===== src/rtl/uart_mmio_pkg.sv =====
// Shared definitions for the UART MMIO controller: TX state encoding,
// status register bit positions and the memory-mapped register addresses.
package uart_mmio_pkg;

  typedef enum logic [1:0] {
    TX_IDLE      = 2'd0,
    TX_START     = 2'd1,
    TX_WAIT_DONE = 2'd2
  } tx_state_e;

  localparam int STAT_RX_READY   = 0;
  localparam int STAT_RX_OVERRUN = 1;
  localparam int STAT_TX_BUSY    = 2;
  localparam int STAT_TX_PENDING = 3;
  localparam int STAT_BITS       = 4;

  localparam logic [31:0] ADDR_TX_CMD    = 32'h1001_0024;
  localparam logic [31:0] ADDR_TX_DATA   = 32'h1001_0028;
  localparam logic [31:0] ADDR_RX_DATA   = 32'h1001_002C;
  localparam logic [31:0] ADDR_RX_STATUS = 32'h1001_0030;
  localparam logic [31:0] ADDR_RX_CLEAR  = 32'h1001_0034;

  function automatic logic [STAT_BITS-1:0] pack_status(
    input logic rx_ready,
    input logic rx_overrun,
    input logic tx_busy,
    input logic tx_pending
  );
    logic [STAT_BITS-1:0] s;
    s                  = '0;
    s[STAT_RX_READY]   = rx_ready;
    s[STAT_RX_OVERRUN] = rx_overrun;
    s[STAT_TX_BUSY]    = tx_busy;
    s[STAT_TX_PENDING] = tx_pending;
    return s;
  endfunction

endpackage


===== src/rtl/uart_rx_hold.sv =====
// Single-entry holding register for received UART bytes with ready and
// overrun flags; the first byte is kept until software clears it.
module uart_rx_hold #(
  parameter int BYTE_WIDTH = 8
) (
  input  logic                  clk,
  input  logic                  reset,
  input  logic                  rx_valid,
  input  logic [BYTE_WIDTH-1:0] rx_byte,
  input  logic                  clear,
  output logic [BYTE_WIDTH-1:0] hold_byte,
  output logic                  rx_ready,
  output logic                  rx_overrun
);

  logic [BYTE_WIDTH-1:0] byte_q, byte_d;
  logic                  ready_q, ready_d;
  logic                  overrun_q, overrun_d;

  // A clear in the same cycle as a new byte frees the slot first, so the byte is taken.
  always_comb begin
    byte_d    = byte_q;
    ready_d   = ready_q;
    overrun_d = overrun_q;
    if (rx_valid && (!ready_q || clear)) begin
      byte_d    = rx_byte;
      ready_d   = 1'b1;
      overrun_d = 1'b0;
    end else if (rx_valid) begin
      overrun_d = 1'b1;
    end else if (clear) begin
      ready_d   = 1'b0;
      overrun_d = 1'b0;
    end
  end

  always_ff @(posedge clk or negedge reset) begin
    if (!reset) begin
      byte_q    <= '0;
      ready_q   <= 1'b0;
      overrun_q <= 1'b0;
    end else begin
      byte_q    <= byte_d;
      ready_q   <= ready_d;
      overrun_q <= overrun_d;
    end
  end

  assign hold_byte  = byte_q;
  assign rx_ready   = ready_q;
  assign rx_overrun = overrun_q;

endmodule


===== src/rtl/uart_mmio_ctrl.sv =====
// MMIO front end for a UART: TX command/data registers driving a serializer
// handshake, plus RX holding register and a status word for the core.
//
// state        | meaning
// TX_IDLE      | no transfer; a send request or pending flag starts one
// TX_START     | uart_tx_start high for this single cycle
// TX_WAIT_DONE | serializer busy, waiting for uart_tx_done
module uart_mmio_ctrl #(
  parameter int DATA_WIDTH = 32,
  parameter int BYTE_WIDTH = 8
) (
  input  logic                  clk,
  input  logic                  reset,
  input  logic [DATA_WIDTH-1:0] WriteData,
  input  logic                  Tx_MemWrite,
  input  logic                  Tx_data_Memwrite,
  input  logic                  Clean_rx_Memwrite,
  output logic [DATA_WIDTH-1:0] Rx_ReadData,
  output logic [DATA_WIDTH-1:0] Rx_ready_ReadData,
  output logic                  uart_tx_start,
  output logic [BYTE_WIDTH-1:0] uart_tx_byte,
  input  logic                  uart_tx_done,
  input  logic                  uart_rx_valid,
  input  logic [BYTE_WIDTH-1:0] uart_rx_byte
);
  import uart_mmio_pkg::*;

  tx_state_e             state_q, state_d;
  logic                  pending_q, pending_d;
  logic                  tx_start_q, tx_start_d;
  logic [BYTE_WIDTH-1:0] tx_data_q, tx_data_d;
  logic [BYTE_WIDTH-1:0] tx_byte_q, tx_byte_d;

  logic                  send_req;
  logic                  clear_req;
  logic [BYTE_WIDTH-1:0] rx_hold_byte;
  logic                  rx_ready;
  logic                  rx_overrun;
  logic                  tx_busy;
  logic                  unused_wdata;

  assign send_req     = Tx_MemWrite & WriteData[0];
  assign clear_req    = Clean_rx_Memwrite & WriteData[0];
  assign unused_wdata = ^WriteData[DATA_WIDTH-1:BYTE_WIDTH];

  // uart_tx_byte is captured only when entering START, so data writes mid-transfer are safe.
  always_comb begin
    state_d    = state_q;
    pending_d  = pending_q;
    tx_start_d = 1'b0;
    tx_byte_d  = tx_byte_q;
    tx_data_d  = Tx_data_Memwrite ? WriteData[BYTE_WIDTH-1:0] : tx_data_q;
    case (state_q)
      TX_IDLE: begin
        if (send_req || pending_q) begin
          state_d    = TX_START;
          tx_start_d = 1'b1;
          tx_byte_d  = tx_data_q;
          pending_d  = 1'b0;
        end
      end
      TX_START: begin
        state_d = TX_WAIT_DONE;
        if (send_req) pending_d = 1'b1;
      end
      TX_WAIT_DONE: begin
        if (uart_tx_done) state_d = TX_IDLE;
        if (send_req) pending_d = 1'b1;
      end
      default: begin
        state_d   = TX_IDLE;
        pending_d = 1'b0;
      end
    endcase
  end

  always_ff @(posedge clk or negedge reset) begin
    if (!reset) begin
      state_q    <= TX_IDLE;
      pending_q  <= 1'b0;
      tx_start_q <= 1'b0;
      tx_data_q  <= '0;
      tx_byte_q  <= '0;
    end else begin
      state_q    <= state_d;
      pending_q  <= pending_d;
      tx_start_q <= tx_start_d;
      tx_data_q  <= tx_data_d;
      tx_byte_q  <= tx_byte_d;
    end
  end

  uart_rx_hold #(
    .BYTE_WIDTH(BYTE_WIDTH)
  ) u_rx_hold (
    .clk       (clk),
    .reset     (reset),
    .rx_valid  (uart_rx_valid),
    .rx_byte   (uart_rx_byte),
    .clear     (clear_req),
    .hold_byte (rx_hold_byte),
    .rx_ready  (rx_ready),
    .rx_overrun(rx_overrun)
  );

  assign tx_busy       = (state_q != TX_IDLE);
  assign uart_tx_start = tx_start_q;
  assign uart_tx_byte  = tx_byte_q;

  assign Rx_ReadData       = {{(DATA_WIDTH-BYTE_WIDTH){1'b0}}, rx_hold_byte};
  assign Rx_ready_ReadData = {{(DATA_WIDTH-STAT_BITS){1'b0}},
                              pack_status(rx_ready, rx_overrun, tx_busy, pending_q)};

endmodule


===== config.mk =====
export PLATFORM = sky130hd
export DESIGN_NAME = uart_mmio_ctrl
export DESIGN_NICKNAME = d
export VERILOG_FILES = /design/src/rtl/uart_mmio_pkg.sv /design/src/rtl/uart_rx_hold.sv /design/src/rtl/uart_mmio_ctrl.sv
export SDC_FILE = /design/constraint.sdc
export NUM_CORES = 1
export LEC_CHECK = 0
export ABC_CLOCK_PERIOD_IN_PS = 3950
export BUFFER_PORTS_ARGS = -buffer_cell sky130_fd_sc_hd__buf_2
export CAP_MARGIN = 20
export CORE_AREA = 2 2 68 64
export DETAILED_ROUTE_END_ITERATION = 8
export DIE_AREA = 0 0 70 66
export GPL_ROUTABILITY_DRIVEN = 0
export PLACE_DENSITY = 0.94
export SETUP_SLACK_MARGIN = 0.4
export SLEW_MARGIN = 20
export SYNTH_ARGS = -nofsm -noshare
export SYNTH_HDL_FRONTEND = slang
export SYNTH_SLANG_ARGS = --single-unit

===== constraint.sdc =====
create_clock -name clk -period 3.95 [get_ports clk]
set_input_delay 0.79 -clock clk [delete_from_list [all_inputs] [get_ports clk]]
set_output_delay 0.79 -clock clk [all_outputs]
set_load 0.02 [all_outputs]

==> out/results.ini <==
[yosys]
synth_cell_types=20
syn_avg_cell_area_um2=12.4
syn_inst=133
yosysSeqAreaShare_pct=45.6
mappedNetlistArea_um2=1650
yosys_warnings=0
synth_seq_cells=30

[global_route]
antenna_found_initial=0
grt_usage_pct=11.4
grt_max_degree=31
grt_pass1_vias=822
globalRouteOverflowTotal=0
grt_first_pass_wirelength_um=3880

[cells_and_area]
multi_input_area_um2=637
drive_gt1_share_pct=45.2
area_growth_pct=7.37
regArea_um2=751
fin_nets=226
fillerInstances=379
antenna_cells=0

[clock_tree]
holdBufCountCts=0
tritoncts=yes
clkTransAtPathRegs_ns=0.06
cts.sinks=30
clk_path_buf_depth=2
cts_resized=0
cts_setup_buffers=0
clock_latency_ns=0.28
cts-root-buf=clkbuf_8
cts-buffers-inserted=5
htreeDepth=2

[floorplanning]
die_area_um2=4620
rows=22
start_util_pct=42.2
io_pins=120
core-area_um2=3910
die_x_um=70
die_h_um=66

[timing]
maxSlewViolCount=0
hold_viol=0
rsz0062_at_grt=no
timing.fmax_mhz=494
tightest_slew_ns=0.661
slew_headroom_pct=55.9
timing.final.crit_period_ns=2.02
finalClockSkew_ns=0.000693
setup_tns_ns=0
timing.final.ws_setup_ns=1.93
setup_viol=0
fin_crit_sh_pct=51.2

[detailed_routing]
drc=0
vias=895
wl_per_cell_um=10.8
drt_iter0_drc=29
wl_um=2430
final_antenna_net_count=0
routed_via_density=3.98
dr.pass1.iters=3

[worst_setup_path]
crit_path_start_kind=flip-flop
cp_max_fo=4
cp.arrival_ns=1.23
cp-startpoint=state_q[0]
critPathCaptureType=output pin
r2r_cells=4
reg2reg_from=state_q[0]
path_class=flip-flop to output pin
required_ns=3.16

[placement]
io_buffers=43
dp_hpwl_um=1860
dpl_worst_slack_ns=2.12

[power_and_ir_drop]
power.leakage_nw=0.970
vdd_drop_max_mv=0.215
powerDensity_nw_per_um2=642

[job]
cap_viol_max_count=0

[worst_hold_path]
hold_class=flip-flop to flip-flop
min_path_cells=1
min_from=tx_data_q[6]

[run_status]
status=finished, final reports clean

state kept, by name, indices dropped and copies added (netlist names):
register / count
uart_tx_start: 1
state_q: 2
pending_q: 1
tx_data_q: 8
u_rx_hold.hold_byte: 8
u_rx_hold.rx_ready: 1
uart_tx_byte: 8
u_rx_hold.rx_overrun: 1
cells in the mapped netlist:
library cell,n,share of area [%]
a21bo_2,1,0.61
a21oi_1,2,0.61
a21oi_2,1,0.53
and2b_2,1,0.53
buf_2,1,0.30
buf_4,56,26
buf_6,1,0.68
conb_1,1,0.23
dfrtp_1,30,46
ha_1,3,2.3
inv_1,4,0.91
mux2_2,17,12
mux2_4,8,7.3
mux2i_1,1,0.61
nand2_2,1,0.38
nand2b_1,1,0.38
nand2b_4,1,0.84
nor2b_1,1,0.38
o21a_1,1,0.46
o21ai_0,1,0.30
metrics by stage:
| step | util (%) | total power [mW] | hold WS (ns) | cells | area [um2] |
|---|---|---|---|---|---|
| finish | 45.3 | 1.13 | 0.498 | 225 | 1770 |
| global route | 45.3 | 1.21 | 0.526 | 225 | 1770 |
| global placement | 42.9 | 0.882 | 0.482 | 217 | 1680 |
| floorplan | - | 0.835 | 0.478 | 184 | 1840 |
| detailed placement | 42.9 | 0.897 | 0.487 | 217 | 1680 |
| CTS | 45.3 | 1.15 | 0.502 | 225 | 1770 |
critical path, cell delays in order (launching register included):
cell	delay, ns
dfrtp_1	0.38
inv_1	0.10
ha_1	0.27
inv_1	0.06
buf_2	0.16
final timing paths:
kind                                              to  slack [ns]
worst min register to register       uart_tx_byte[6]        0.50
max in group asynchronous                  pending_q        2.98
worst min-delay path                 uart_tx_byte[6]        0.50
worst max-delay path            Rx_ready_ReadData[2]        1.93
worst max register to register       uart_tx_byte[3]        2.60
min in group asynchronous               tx_data_q[2]        0.54
per-layer routing:
metal / track usage, % / vias to the layer above / share of wire, % / wire length, um
met1: 12.6 / 424 / 39 / 955
met2: 18.6 / 58 / 49 / 1190
met5: 0 / - / 0 / 0
met3: 4.88 / 5 / 9.6 / 232
met4: 6.49 / 0 / 1.9 / 46
li1: - / 408 / - / -
kinds of logic after synthesis:
| logic type | share of synthesized area (%) |
|---|---|
| AND/OR/NAND/NOR | 2.51 |
| buffers and inverters | 27.4 |
| AO/OA/AOI/OAI | 2.51 |
| multiplexers | 19.5 |
| flip-flops | 45.6 |
| other | 0.228 |
| adder cells (fa/ha/maj) | 2.28 |
power by group:
group | total (mW) | switching (mW) | internal, mW
combinational | 0.449 | 0.254 | 0.195
clock | 0.250 | 0.110 | 0.140
sequential | 0.436 | 0.0417 | 0.394
total | 1.13 | 0.405 | 0.729
layout make-up:
cell class | count | share of cell area (%)
Clock inverter | 1 | 0.283
Timing Repair Buffer | 43 | 12.2
Inverter | 4 | 0.849
Tap cell | 48 | 3.39
Sequential cell | 30 | 42.4
Multi-Input combinational cell | 92 | 36.0
Clock buffer | 7 | 4.88
cell usage in the layout (no fill, tap or decap), drive strengths merged:
master / count
conb: 52
buf: 43
dfrtp: 30
mux2: 25
clkbuf: 7
inv: 4
ha: 3
a21oi: 3
nand2b: 2
and2b: 1
a21bo: 1
nand2: 1
mux2i: 1
nor2b: 1
o21ai: 1
o21a: 1
clkinv: 1
Note: power is estimated with default switching activity, not from simulation.
